===== src/rtl/pipe_hazard_ctrl_pkg.sv =====
`default_nettype none
// ============================================================================
//  Module   : pipe_hazard_ctrl_pkg
//  Purpose  : Shared types and action encodings for the pipeline sequencer.
//             pipe_ctrl_state_e : sequencer states
//             pipe_ctrl_t       : the nine enable/clear bits driven to the
//                                 PC, IF/ID, ID/EX, EX/MEM and MEM/WB registers
//  Revision : 1.0 - initial release
// ============================================================================
package pipe_hazard_ctrl_pkg;

  typedef enum logic [2:0] {
    RUN      = 3'd0,
    MEM_WAIT = 3'd1,
    DRAIN    = 3'd2,
    HALTED   = 3'd3,
    ERR      = 3'd4
  } pipe_ctrl_state_e;

  typedef struct packed {
    logic pc_en;
    logic if_id_en;
    logic id_ex_en;
    logic ex_mem_en;
    logic mem_wb_en;
    logic if_id_clr;
    logic id_ex_clr;
    logic ex_mem_clr;
    logic mem_wb_clr;
  } pipe_ctrl_t;

  // Bit order: pc, if_id, id_ex, ex_mem, mem_wb enables | if_id .. mem_wb clears
  localparam pipe_ctrl_t ACT_NORMAL     = 9'b11111_0000;
  // Everything holds; WB gets a bubble so the held MEM/WB entry is not retired twice
  localparam pipe_ctrl_t ACT_FREEZE     = 9'b00001_0001;
  localparam pipe_ctrl_t ACT_REDIRECT   = 9'b11111_1100;
  // PC and IF/ID hold, a bubble enters EX, older instructions keep moving
  localparam pipe_ctrl_t ACT_LOADSTALL  = 9'b00111_0100;
  // Draining: fetch stops and IF/ID loads bubbles so the pipe empties
  localparam pipe_ctrl_t ACT_DRAIN_IDLE = 9'b01111_1000;
  localparam pipe_ctrl_t ACT_IDLE       = 9'b00000_0000;
  localparam pipe_ctrl_t ACT_RESET      = 9'b00000_1111;

endpackage : pipe_hazard_ctrl_pkg
`default_nettype wire


===== src/rtl/pipe_hazard_ctrl_if.sv =====
`default_nettype none
// ============================================================================
//  Module   : pipe_hazard_ctrl_if
//  Purpose  : Bundle of hazard inputs and pipeline control outputs.
//             master : pipeline side (drives hazard info, receives controls)
//             slave  : sequencer side
//  Revision : 1.0 - initial release
// ============================================================================
interface pipe_hazard_ctrl_if #(
  parameter int CNT_W = 32
);
  logic [4:0]       id_rs1_addr_i;
  logic [4:0]       id_rs2_addr_i;
  logic             id_rs1_used_i;
  logic             id_rs2_used_i;
  logic [4:0]       ex_rd_addr_i;
  logic             ex_rd_wren_i;
  logic             ex_is_load_i;
  logic             ex_br_taken_i;
  logic             mem_req_i;
  logic             mem_ready_i;
  logic             halt_req_i;
  logic             pc_en_o;
  logic             if_id_en_o;
  logic             id_ex_en_o;
  logic             ex_mem_en_o;
  logic             mem_wb_en_o;
  logic             if_id_clr_o;
  logic             id_ex_clr_o;
  logic             ex_mem_clr_o;
  logic             mem_wb_clr_o;
  logic             halt_ack_o;
  logic             err_o;
  logic [CNT_W-1:0] stall_cnt_o;
  logic [CNT_W-1:0] flush_cnt_o;

  modport master (
    output id_rs1_addr_i, id_rs2_addr_i, id_rs1_used_i, id_rs2_used_i,
           ex_rd_addr_i, ex_rd_wren_i, ex_is_load_i, ex_br_taken_i,
           mem_req_i, mem_ready_i, halt_req_i,
    input  pc_en_o, if_id_en_o, id_ex_en_o, ex_mem_en_o, mem_wb_en_o,
           if_id_clr_o, id_ex_clr_o, ex_mem_clr_o, mem_wb_clr_o,
           halt_ack_o, err_o, stall_cnt_o, flush_cnt_o
  );

  modport slave (
    input  id_rs1_addr_i, id_rs2_addr_i, id_rs1_used_i, id_rs2_used_i,
           ex_rd_addr_i, ex_rd_wren_i, ex_is_load_i, ex_br_taken_i,
           mem_req_i, mem_ready_i, halt_req_i,
    output pc_en_o, if_id_en_o, id_ex_en_o, ex_mem_en_o, mem_wb_en_o,
           if_id_clr_o, id_ex_clr_o, ex_mem_clr_o, mem_wb_clr_o,
           halt_ack_o, err_o, stall_cnt_o, flush_cnt_o
  );
endinterface : pipe_hazard_ctrl_if
`default_nettype wire


===== src/rtl/pipe_hazard_ctrl_load_use_detect.sv =====
`default_nettype none
// ============================================================================
//  Module   : load_use_detect
//  Purpose  : Flags a load in EX whose destination is read by the ID-stage
//             instruction. x0 never creates a dependency.
//  Ports    : rs1/rs2 addr+used (ID), rd addr/wren/is_load (EX) -> load_use
//  Revision : 1.0 - initial release
// ============================================================================
module load_use_detect (
  input  logic [4:0] rs1_addr,
  input  logic [4:0] rs2_addr,
  input  logic       rs1_used,
  input  logic       rs2_used,
  input  logic [4:0] rd_addr,
  input  logic       rd_wren,
  input  logic       is_load,
  output logic       load_use
);
  logic w_rs1_hit;
  logic w_rs2_hit;

  assign w_rs1_hit = rs1_used && (rs1_addr == rd_addr);
  assign w_rs2_hit = rs2_used && (rs2_addr == rd_addr);
  assign load_use  = is_load && rd_wren && (rd_addr != 5'd0) && (w_rs1_hit || w_rs2_hit);
endmodule : load_use_detect
`default_nettype wire


===== src/rtl/pipe_hazard_ctrl.sv =====
`default_nettype none
// ============================================================================
//  Module   : pipe_hazard_ctrl
//  Purpose  : 5-stage pipeline sequencer: load-use stalls, redirect flushes,
//             LSU wait freezes, debug halt/drain handshake, LSU timeout error
//             and saturating stall/flush counters.
//  Ports    : clk_i, rst_i (sync, active-high), bus (pipe_hazard_ctrl_if.slave)
//  Revision : 1.0 - initial release
// ============================================================================
module pipe_hazard_ctrl
  import pipe_hazard_ctrl_pkg::*;
#(
  parameter int MEM_TIMEOUT = 16,
  parameter int DRAIN_DEPTH = 4,
  parameter int CNT_W       = 32
) (
  input logic               clk_i,
  input logic               rst_i,
  pipe_hazard_ctrl_if.slave bus
);
  localparam int WAIT_W  = (MEM_TIMEOUT > 2) ? $clog2(MEM_TIMEOUT) : 1;
  localparam int DRAIN_W = (DRAIN_DEPTH > 2) ? $clog2(DRAIN_DEPTH) : 1;

  localparam logic [2:0] ST_RUN      = RUN;
  localparam logic [2:0] ST_MEM_WAIT = MEM_WAIT;
  localparam logic [2:0] ST_DRAIN    = DRAIN;
  localparam logic [2:0] ST_HALTED   = HALTED;
  localparam logic [2:0] ST_ERR      = ERR;

  logic [2:0]         r_state, w_nxt_state;
  logic [2:0]         r_ret, w_nxt_ret;
  logic [WAIT_W-1:0]  r_wait_cnt, w_nxt_wait;
  logic [DRAIN_W-1:0] r_drain_cnt, w_nxt_drain;
  logic [CNT_W-1:0]   r_stall_cnt, r_flush_cnt;

  logic       w_f, w_lu, w_act_run, w_act_drain;
  logic       w_redirect, w_stall, w_ack, w_err;
  pipe_ctrl_t w_ctrl, w_out;

  assign w_f = bus.mem_req_i && !bus.mem_ready_i;

  load_use_detect u_lu (
    .rs1_addr (bus.id_rs1_addr_i),
    .rs2_addr (bus.id_rs2_addr_i),
    .rs1_used (bus.id_rs1_used_i),
    .rs2_used (bus.id_rs2_used_i),
    .rd_addr  (bus.ex_rd_addr_i),
    .rd_wren  (bus.ex_rd_wren_i),
    .is_load  (bus.ex_is_load_i),
    .load_use (w_lu)
  );

  always_comb begin
    w_ctrl      = ACT_IDLE;
    w_nxt_state = r_state;
    w_nxt_ret   = r_ret;
    w_nxt_wait  = r_wait_cnt;
    w_nxt_drain = r_drain_cnt;
    w_redirect  = 1'b0;
    w_ack       = 1'b0;
    w_err       = 1'b0;

    // The release cycle of an LSU wait behaves exactly like the state it returns to
    w_act_run   = (r_state == ST_RUN) ||
                  ((r_state == ST_MEM_WAIT) && !w_f && (r_ret == ST_RUN));
    w_act_drain = (r_state == ST_DRAIN) ||
                  ((r_state == ST_MEM_WAIT) && !w_f && (r_ret == ST_DRAIN));

    case (r_state)
      ST_ERR:    w_err = 1'b1;
      ST_HALTED: begin
        w_ack = 1'b1;
        if (!bus.halt_req_i) w_nxt_state = ST_RUN;
      end
      ST_MEM_WAIT: begin
        if (w_f) begin
          w_ctrl     = ACT_FREEZE;
          w_nxt_wait = r_wait_cnt + 1'b1;
          if (r_wait_cnt == WAIT_W'(MEM_TIMEOUT - 1)) w_nxt_state = ST_ERR;
        end else begin
          w_nxt_wait = '0;
        end
      end
      ST_RUN, ST_DRAIN: ;
      default: w_nxt_state = ST_RUN;
    endcase

    if (w_act_run || w_act_drain) begin
      if (w_f) begin
        w_ctrl      = ACT_FREEZE;
        w_nxt_state = ST_MEM_WAIT;
        w_nxt_ret   = w_act_drain ? ST_DRAIN : ST_RUN;
        w_nxt_wait  = WAIT_W'(1);
      end else begin
        if (bus.ex_br_taken_i) begin
          w_ctrl     = ACT_REDIRECT;
          w_redirect = 1'b1;
        end else if (w_lu) begin
          w_ctrl = ACT_LOADSTALL;
        end else begin
          w_ctrl = w_act_drain ? ACT_DRAIN_IDLE : ACT_NORMAL;
        end

        if (w_act_run) begin
          if (bus.halt_req_i) begin
            w_nxt_state = ST_DRAIN;
            w_nxt_drain = '0;
          end else begin
            w_nxt_state = ST_RUN;
          end
        end else if (!bus.halt_req_i) begin
          w_nxt_state = ST_RUN;
        end else if (!w_lu) begin
          // A load-use cycle did not advance the bubble front, so it is not counted
          if (r_drain_cnt == DRAIN_W'(DRAIN_DEPTH - 1)) begin
            w_nxt_state = ST_HALTED;
          end else begin
            w_nxt_state = ST_DRAIN;
            w_nxt_drain = r_drain_cnt + 1'b1;
          end
        end else begin
          w_nxt_state = ST_DRAIN;
        end
      end
    end

    // Stall accounting follows the state register: RUN and MEM_WAIT cycles only
    w_stall = !w_ctrl.pc_en && ((r_state == ST_RUN) || (r_state == ST_MEM_WAIT));

    w_out = rst_i ? ACT_RESET : w_ctrl;
  end

  always_ff @(posedge clk_i) begin
    if (rst_i) begin
      r_state     <= ST_RUN;
      r_ret       <= ST_RUN;
      r_wait_cnt  <= '0;
      r_drain_cnt <= '0;
      r_stall_cnt <= '0;
      r_flush_cnt <= '0;
    end else begin
      r_state     <= w_nxt_state;
      r_ret       <= w_nxt_ret;
      r_wait_cnt  <= w_nxt_wait;
      r_drain_cnt <= w_nxt_drain;
      if (w_stall && !(&r_stall_cnt))    r_stall_cnt <= r_stall_cnt + 1'b1;
      if (w_redirect && !(&r_flush_cnt)) r_flush_cnt <= r_flush_cnt + 1'b1;
    end
  end

  assign bus.pc_en_o      = w_out.pc_en;
  assign bus.if_id_en_o   = w_out.if_id_en;
  assign bus.id_ex_en_o   = w_out.id_ex_en;
  assign bus.ex_mem_en_o  = w_out.ex_mem_en;
  assign bus.mem_wb_en_o  = w_out.mem_wb_en;
  assign bus.if_id_clr_o  = w_out.if_id_clr;
  assign bus.id_ex_clr_o  = w_out.id_ex_clr;
  assign bus.ex_mem_clr_o = w_out.ex_mem_clr;
  assign bus.mem_wb_clr_o = w_out.mem_wb_clr;
  assign bus.halt_ack_o   = w_ack && !rst_i;
  assign bus.err_o        = w_err && !rst_i;
  assign bus.stall_cnt_o  = r_stall_cnt;
  assign bus.flush_cnt_o  = r_flush_cnt;
endmodule : pipe_hazard_ctrl
`default_nettype wire


===== src/flat_wrapper.sv =====
// flat-port wrapper written by rule: the top's interface ports become plain ports
module pipe_hazard_ctrl_flat import pipe_hazard_ctrl_pkg::*;
#(
  parameter int MEM_TIMEOUT = 16,
  parameter int DRAIN_DEPTH = 4,
  parameter int CNT_W       = 32
)
  (clk_i, rst_i, bus_id_rs1_addr_i, bus_id_rs2_addr_i, bus_id_rs1_used_i, bus_id_rs2_used_i, bus_ex_rd_addr_i, bus_ex_rd_wren_i, bus_ex_is_load_i, bus_ex_br_taken_i, bus_mem_req_i, bus_mem_ready_i, bus_halt_req_i, bus_pc_en_o, bus_if_id_en_o, bus_id_ex_en_o, bus_ex_mem_en_o, bus_mem_wb_en_o, bus_if_id_clr_o, bus_id_ex_clr_o, bus_ex_mem_clr_o, bus_mem_wb_clr_o, bus_halt_ack_o, bus_err_o, bus_stall_cnt_o, bus_flush_cnt_o);
  pipe_hazard_ctrl_if #(.CNT_W(CNT_W)) bus_i ();
  input logic clk_i;
  input logic rst_i;
  input wire logic [$bits(bus_i.id_rs1_addr_i)-1:0] bus_id_rs1_addr_i;
  input wire logic [$bits(bus_i.id_rs2_addr_i)-1:0] bus_id_rs2_addr_i;
  input wire logic [$bits(bus_i.id_rs1_used_i)-1:0] bus_id_rs1_used_i;
  input wire logic [$bits(bus_i.id_rs2_used_i)-1:0] bus_id_rs2_used_i;
  input wire logic [$bits(bus_i.ex_rd_addr_i)-1:0] bus_ex_rd_addr_i;
  input wire logic [$bits(bus_i.ex_rd_wren_i)-1:0] bus_ex_rd_wren_i;
  input wire logic [$bits(bus_i.ex_is_load_i)-1:0] bus_ex_is_load_i;
  input wire logic [$bits(bus_i.ex_br_taken_i)-1:0] bus_ex_br_taken_i;
  input wire logic [$bits(bus_i.mem_req_i)-1:0] bus_mem_req_i;
  input wire logic [$bits(bus_i.mem_ready_i)-1:0] bus_mem_ready_i;
  input wire logic [$bits(bus_i.halt_req_i)-1:0] bus_halt_req_i;
  output wire logic [$bits(bus_i.pc_en_o)-1:0] bus_pc_en_o;
  output wire logic [$bits(bus_i.if_id_en_o)-1:0] bus_if_id_en_o;
  output wire logic [$bits(bus_i.id_ex_en_o)-1:0] bus_id_ex_en_o;
  output wire logic [$bits(bus_i.ex_mem_en_o)-1:0] bus_ex_mem_en_o;
  output wire logic [$bits(bus_i.mem_wb_en_o)-1:0] bus_mem_wb_en_o;
  output wire logic [$bits(bus_i.if_id_clr_o)-1:0] bus_if_id_clr_o;
  output wire logic [$bits(bus_i.id_ex_clr_o)-1:0] bus_id_ex_clr_o;
  output wire logic [$bits(bus_i.ex_mem_clr_o)-1:0] bus_ex_mem_clr_o;
  output wire logic [$bits(bus_i.mem_wb_clr_o)-1:0] bus_mem_wb_clr_o;
  output wire logic [$bits(bus_i.halt_ack_o)-1:0] bus_halt_ack_o;
  output wire logic [$bits(bus_i.err_o)-1:0] bus_err_o;
  output wire logic [$bits(bus_i.stall_cnt_o)-1:0] bus_stall_cnt_o;
  output wire logic [$bits(bus_i.flush_cnt_o)-1:0] bus_flush_cnt_o;
  assign bus_i.id_rs1_addr_i = bus_id_rs1_addr_i;
  assign bus_i.id_rs2_addr_i = bus_id_rs2_addr_i;
  assign bus_i.id_rs1_used_i = bus_id_rs1_used_i;
  assign bus_i.id_rs2_used_i = bus_id_rs2_used_i;
  assign bus_i.ex_rd_addr_i = bus_ex_rd_addr_i;
  assign bus_i.ex_rd_wren_i = bus_ex_rd_wren_i;
  assign bus_i.ex_is_load_i = bus_ex_is_load_i;
  assign bus_i.ex_br_taken_i = bus_ex_br_taken_i;
  assign bus_i.mem_req_i = bus_mem_req_i;
  assign bus_i.mem_ready_i = bus_mem_ready_i;
  assign bus_i.halt_req_i = bus_halt_req_i;
  assign bus_pc_en_o = bus_i.pc_en_o;
  assign bus_if_id_en_o = bus_i.if_id_en_o;
  assign bus_id_ex_en_o = bus_i.id_ex_en_o;
  assign bus_ex_mem_en_o = bus_i.ex_mem_en_o;
  assign bus_mem_wb_en_o = bus_i.mem_wb_en_o;
  assign bus_if_id_clr_o = bus_i.if_id_clr_o;
  assign bus_id_ex_clr_o = bus_i.id_ex_clr_o;
  assign bus_ex_mem_clr_o = bus_i.ex_mem_clr_o;
  assign bus_mem_wb_clr_o = bus_i.mem_wb_clr_o;
  assign bus_halt_ack_o = bus_i.halt_ack_o;
  assign bus_err_o = bus_i.err_o;
  assign bus_stall_cnt_o = bus_i.stall_cnt_o;
  assign bus_flush_cnt_o = bus_i.flush_cnt_o;
  pipe_hazard_ctrl #(.MEM_TIMEOUT(MEM_TIMEOUT), .DRAIN_DEPTH(DRAIN_DEPTH), .CNT_W(CNT_W)) u_core (.clk_i(clk_i), .rst_i(rst_i), .bus(bus_i));
endmodule

===== config.mk =====
export PLATFORM = sky130hd
export DESIGN_NAME = pipe_hazard_ctrl_flat
export DESIGN_NICKNAME = d
export VERILOG_FILES = /design/src/rtl/pipe_hazard_ctrl_pkg.sv /design/src/rtl/pipe_hazard_ctrl_if.sv /design/src/rtl/pipe_hazard_ctrl_load_use_detect.sv /design/src/rtl/pipe_hazard_ctrl.sv /design/src/flat_wrapper.sv
export SDC_FILE = /design/constraint.sdc
export NUM_CORES = 1
export LEC_CHECK = 0
export CAP_MARGIN = 5
export CORE_MARGIN = 10
export CORE_UTILIZATION = 45
export CTS_CLUSTER_SIZE = 8
export DETAILED_ROUTE_END_ITERATION = 8
export GPL_TIMING_DRIVEN = 0
export PLACE_DENSITY = 0.77
export SLEW_MARGIN = 20
export SYNTH_ARGS = -nofsm -noshare
export SYNTH_HDL_FRONTEND = slang
export SYNTH_SLANG_ARGS = --single-unit

===== constraint.sdc =====
create_clock -name clk_i -period 2 [get_ports clk_i]
set_clock_uncertainty 0.1 [all_clocks]
set_input_delay 0.3 -clock clk_i [delete_from_list [all_inputs] [get_ports clk_i]]
set_output_delay 0.3 -clock clk_i [all_outputs]
set_load 0.05 [all_outputs]

==> impl_metrics.tcl <==
set metrics [dict create \
    status "finished with violations" \
    violations "setup timing" \
    ctsRootBufferMaster "clkbuf_8" \
    core.rowCount 34 \
    p_sw_uw 894 \
    holdBufCountCts 0 \
    initial_core_util_pct 45.8 \
    drive_gt1_share_pct 45.6 \
    syn-num-nets 504 \
    peakVddDrop_v 0.000353 \
    dieArea_sq_um 12900 \
    ios 100 \
    crit_arrival_ps 2480 \
    htreeDepth 3 \
    clock_latency_ps 360 \
    die_x_um 114 \
    setup_viol 63 \
    path_class "reg -> reg" \
    clock_path_buffers 2 \
    final_common_cell "buf_4" \
    synth_edf_count 0 \
    die_height_um 114 \
    power_frac_comb_pct 16.6 \
    synthesis.area_sq_um 3960 \
    critPathLaunchType "flip-flop" \
    grt_max_degree 13 \
    syn2layout_area_growth_pct 76.7 \
    clk_pin_slew_ps 80 \
    place_congestion 0.848 \
    wl_per_cell_um 21.5 \
    cts_sinks 74 \
    synth_top_area_share_pct 37.4 \
    drv_cap 0 \
    hpwl_mm 9.01 \
    yosysTopAreaCell "dfxtp_1" \
    dr.pass1.iters 6 \
    mostFrequentLayoutCells "61 x buf_4, 47 x nor2_1, 46 x dfxtp_4" \
    relSlewSlack_pct 55.5 \
    post_layout_nonfiller_instances 773 \
    nFillCells 504 \
    grt_overflow 0 \
    min_period_ps 2300 \
    crit_path_end_kind "flip-flop" \
    grt_use_total_pct 21.1 \
    synth_flop_cell "dfxtp_1" \
    cts_tree "done" \
    grt_pass1_vias 4489 \
    seq_area_frac_synth_pct 37.4 \
    crit_fanout 8 \
    final_hold_viol_count 0 \
    multiInputGateArea_sq_um 3090 \
    power.density_nw_per_um2 426 \
    setup_ws_ps -298 \
    synth_cell_types 57 \
    place_inst 682 \
    drt_first_iter_violations 387 \
    holdCritPathClass "reg -> reg" \
    antenna_found_initial 0 \
    drc 0 \
    nets 689 \
    rsz0062_at_grt "yes" \
    netlist_instances 475 \
    vias 4777 \
    fin_crit_sh_pct 115 \
    timing.hold.ws_ps 395 \
    drv_slew 0 \
    numPortBuffers 99 \
    cts_inserted_buffers 9 \
    p_int_uw 2080 \
    p_sw_share_pct 30.0 \
    p_clk_share_pct 35.0 \
    p_leak_uw 0.00288 \
    seq_area_sq_um 1670 \
    worst_slew_pin_slew_ps 666 \
    synth_warnings 0 \
    insertedDiodeCount 0 \
    fmax_mhz 435 \
    drt-total-wl_mm 16.6 \
    core-area_sq_um 8640 \
    synthTopCellsByArea "dfxtp_1 37%, nor2_1 4.7%, a21oi_1 4.4%" \
    grt_pass1_wl_mm 22.7 \
    syn_avg_cell_area_sq_um 8.33 \
    synth-seq-cells 74 \
    viasPerCell 6.18 \
    crit_required_ps 2190 \
    seqPwrFrac_pct 48.5 \
    synth-async-reset-ratio_pct 0 \
    ant_nets 0 \
]
==> final timing paths <==
check                                     startpoint                                       to  slack (ps)  cells past startpoint
max          u_core.bus.stall_cnt_o[15]$_SDFFE_PP0P_  u_core.bus.stall_cnt_o[29]$_SDFFE_PP0P_        -300                      7
min          u_core.bus.stall_cnt_o[27]$_SDFFE_PP0P_  u_core.bus.stall_cnt_o[27]$_SDFFE_PP0P_         400                      2
max reg2reg  u_core.bus.stall_cnt_o[15]$_SDFFE_PP0P_  u_core.bus.stall_cnt_o[29]$_SDFFE_PP0P_        -300                      7
min reg2reg  u_core.bus.stall_cnt_o[27]$_SDFFE_PP0P_  u_core.bus.stall_cnt_o[27]$_SDFFE_PP0P_         400                      2
==> synthesized netlist by cell type (2+ instances only) <==
master    instances
dfxtp_1          74
nor2_1           50
a21oi_1          35
nand2_1          32
nand3_1          25
xnor2_1          20
xor2_1           20
nand4_1          18
clkbuf_1         17
or4_1            16
o21ai_0          15
o31ai_1          15
nor3_1           14
or3_1            14
and3_1           12
inv_1             9
nor4_1            8
buf_2             6
and4_1            5
mux2i_1           5
nor2b_1           5
ha_1              4
mux2_2            4
nor4b_1           4
nand2b_1          3
nand4_2           3
o21a_1            3
or2_2             3
a211oi_1          2
buf_4             2
nand3b_1          2
nand4b_1          2
o21ba_2           2
o31a_1            2
or3_4             2
==> critical path, stage by stage, from the launching register on <==
cell	delay (ps)
dfxtp_4	380
nand4_4	230
nor4_4	360
nand3_2	150
or2_0	230
buf_2	170
or4_1	450
a21oi_2	160
==> logic make-up (layout without fill, tap and decap cells) <==
kind of cell | Yosys count | in the layout | synth area share [%]
AND/OR/NAND/NOR | 223 | 223 | 31.6
AO/OA/AOI/OAI | 90 | 90 | 14.8
flip-flops | 74 | 74 | 37.4
XOR/XNOR | 40 | 40 | 8.85
buffers and inverters | 35 | 225 | 3.70
multiplexers | 9 | 9 | 2.40
adder cells (fa/ha/maj) | 4 | 4 | 1.26
==> layer usage <==
layer,wire (um),vias up,GRT usage [%]
li1,-,2121,-
met1,6030,2295,22.9
met2,8390,278,36.8
met3,1380,83,6.56
met4,794,0,9.61
met5,0,-,0
==> area by class of cell <==
cell class | count | area share [%]
inverters | 9 | 0.536
clock inverters | 7 | 0.519
plain buffers | 25 | 3.13
multi-input cells | 366 | 44.2
repair buffers | 175 | 24.1
well taps | 108 | 1.93
clock buffers | 9 | 1.77
flip-flops and latches | 74 | 23.9
==> per-stage QoR <==
step / TNS, ps / worst slack [ps] / total power (uW) / area, sq um / utilization, %
floorplan: -1300 / -118 / 1700 / 4320 / -
global placement: -43120 / -1280 / 1830 / 5450 / 63.1
global route: -13070 / -381 / 3070 / 7000 / 81.0
CTS: -2680 / -131 / 2910 / 6360 / 73.7
detailed placement: -46760 / -1320 / 1830 / 5450 / 63.1
finish: -7710 / -298 / 2980 / 7000 / 81.0
==> what timing repair did <==
item / in CTS / in global routing
gates cloned: 5 / 1
pin swaps: 62 / 76
gates resized for setup: 216 / 114
endpoints found under the setup margin: 77 / 83
endpoints found under the hold margin: 0 / 0
setup buffers: 42 / 31
==> flip-flops by register name, indices dropped and copies added (netlist names) <==
name	count
u_core.bus.stall_cnt_o	32
u_core.r_drain_cnt	2
u_core.bus.flush_cnt_o	32
u_core.r_wait_cnt	4
u_core.r_state	3
u_core.r_ret	1
==> power groups by stage <==
stage          clock, uW  combinational (uW)  sequential, uW
5_1_grt             1110                 519            1440
2_1_floorplan          0                 193            1500
6_report            1040                 494            1440
3_5_place_dp           0                 347            1490
3_3_place_gp           0                 341            1490
4_1_cts             1020                 435            1450
(Power assumes the default switching activity.)
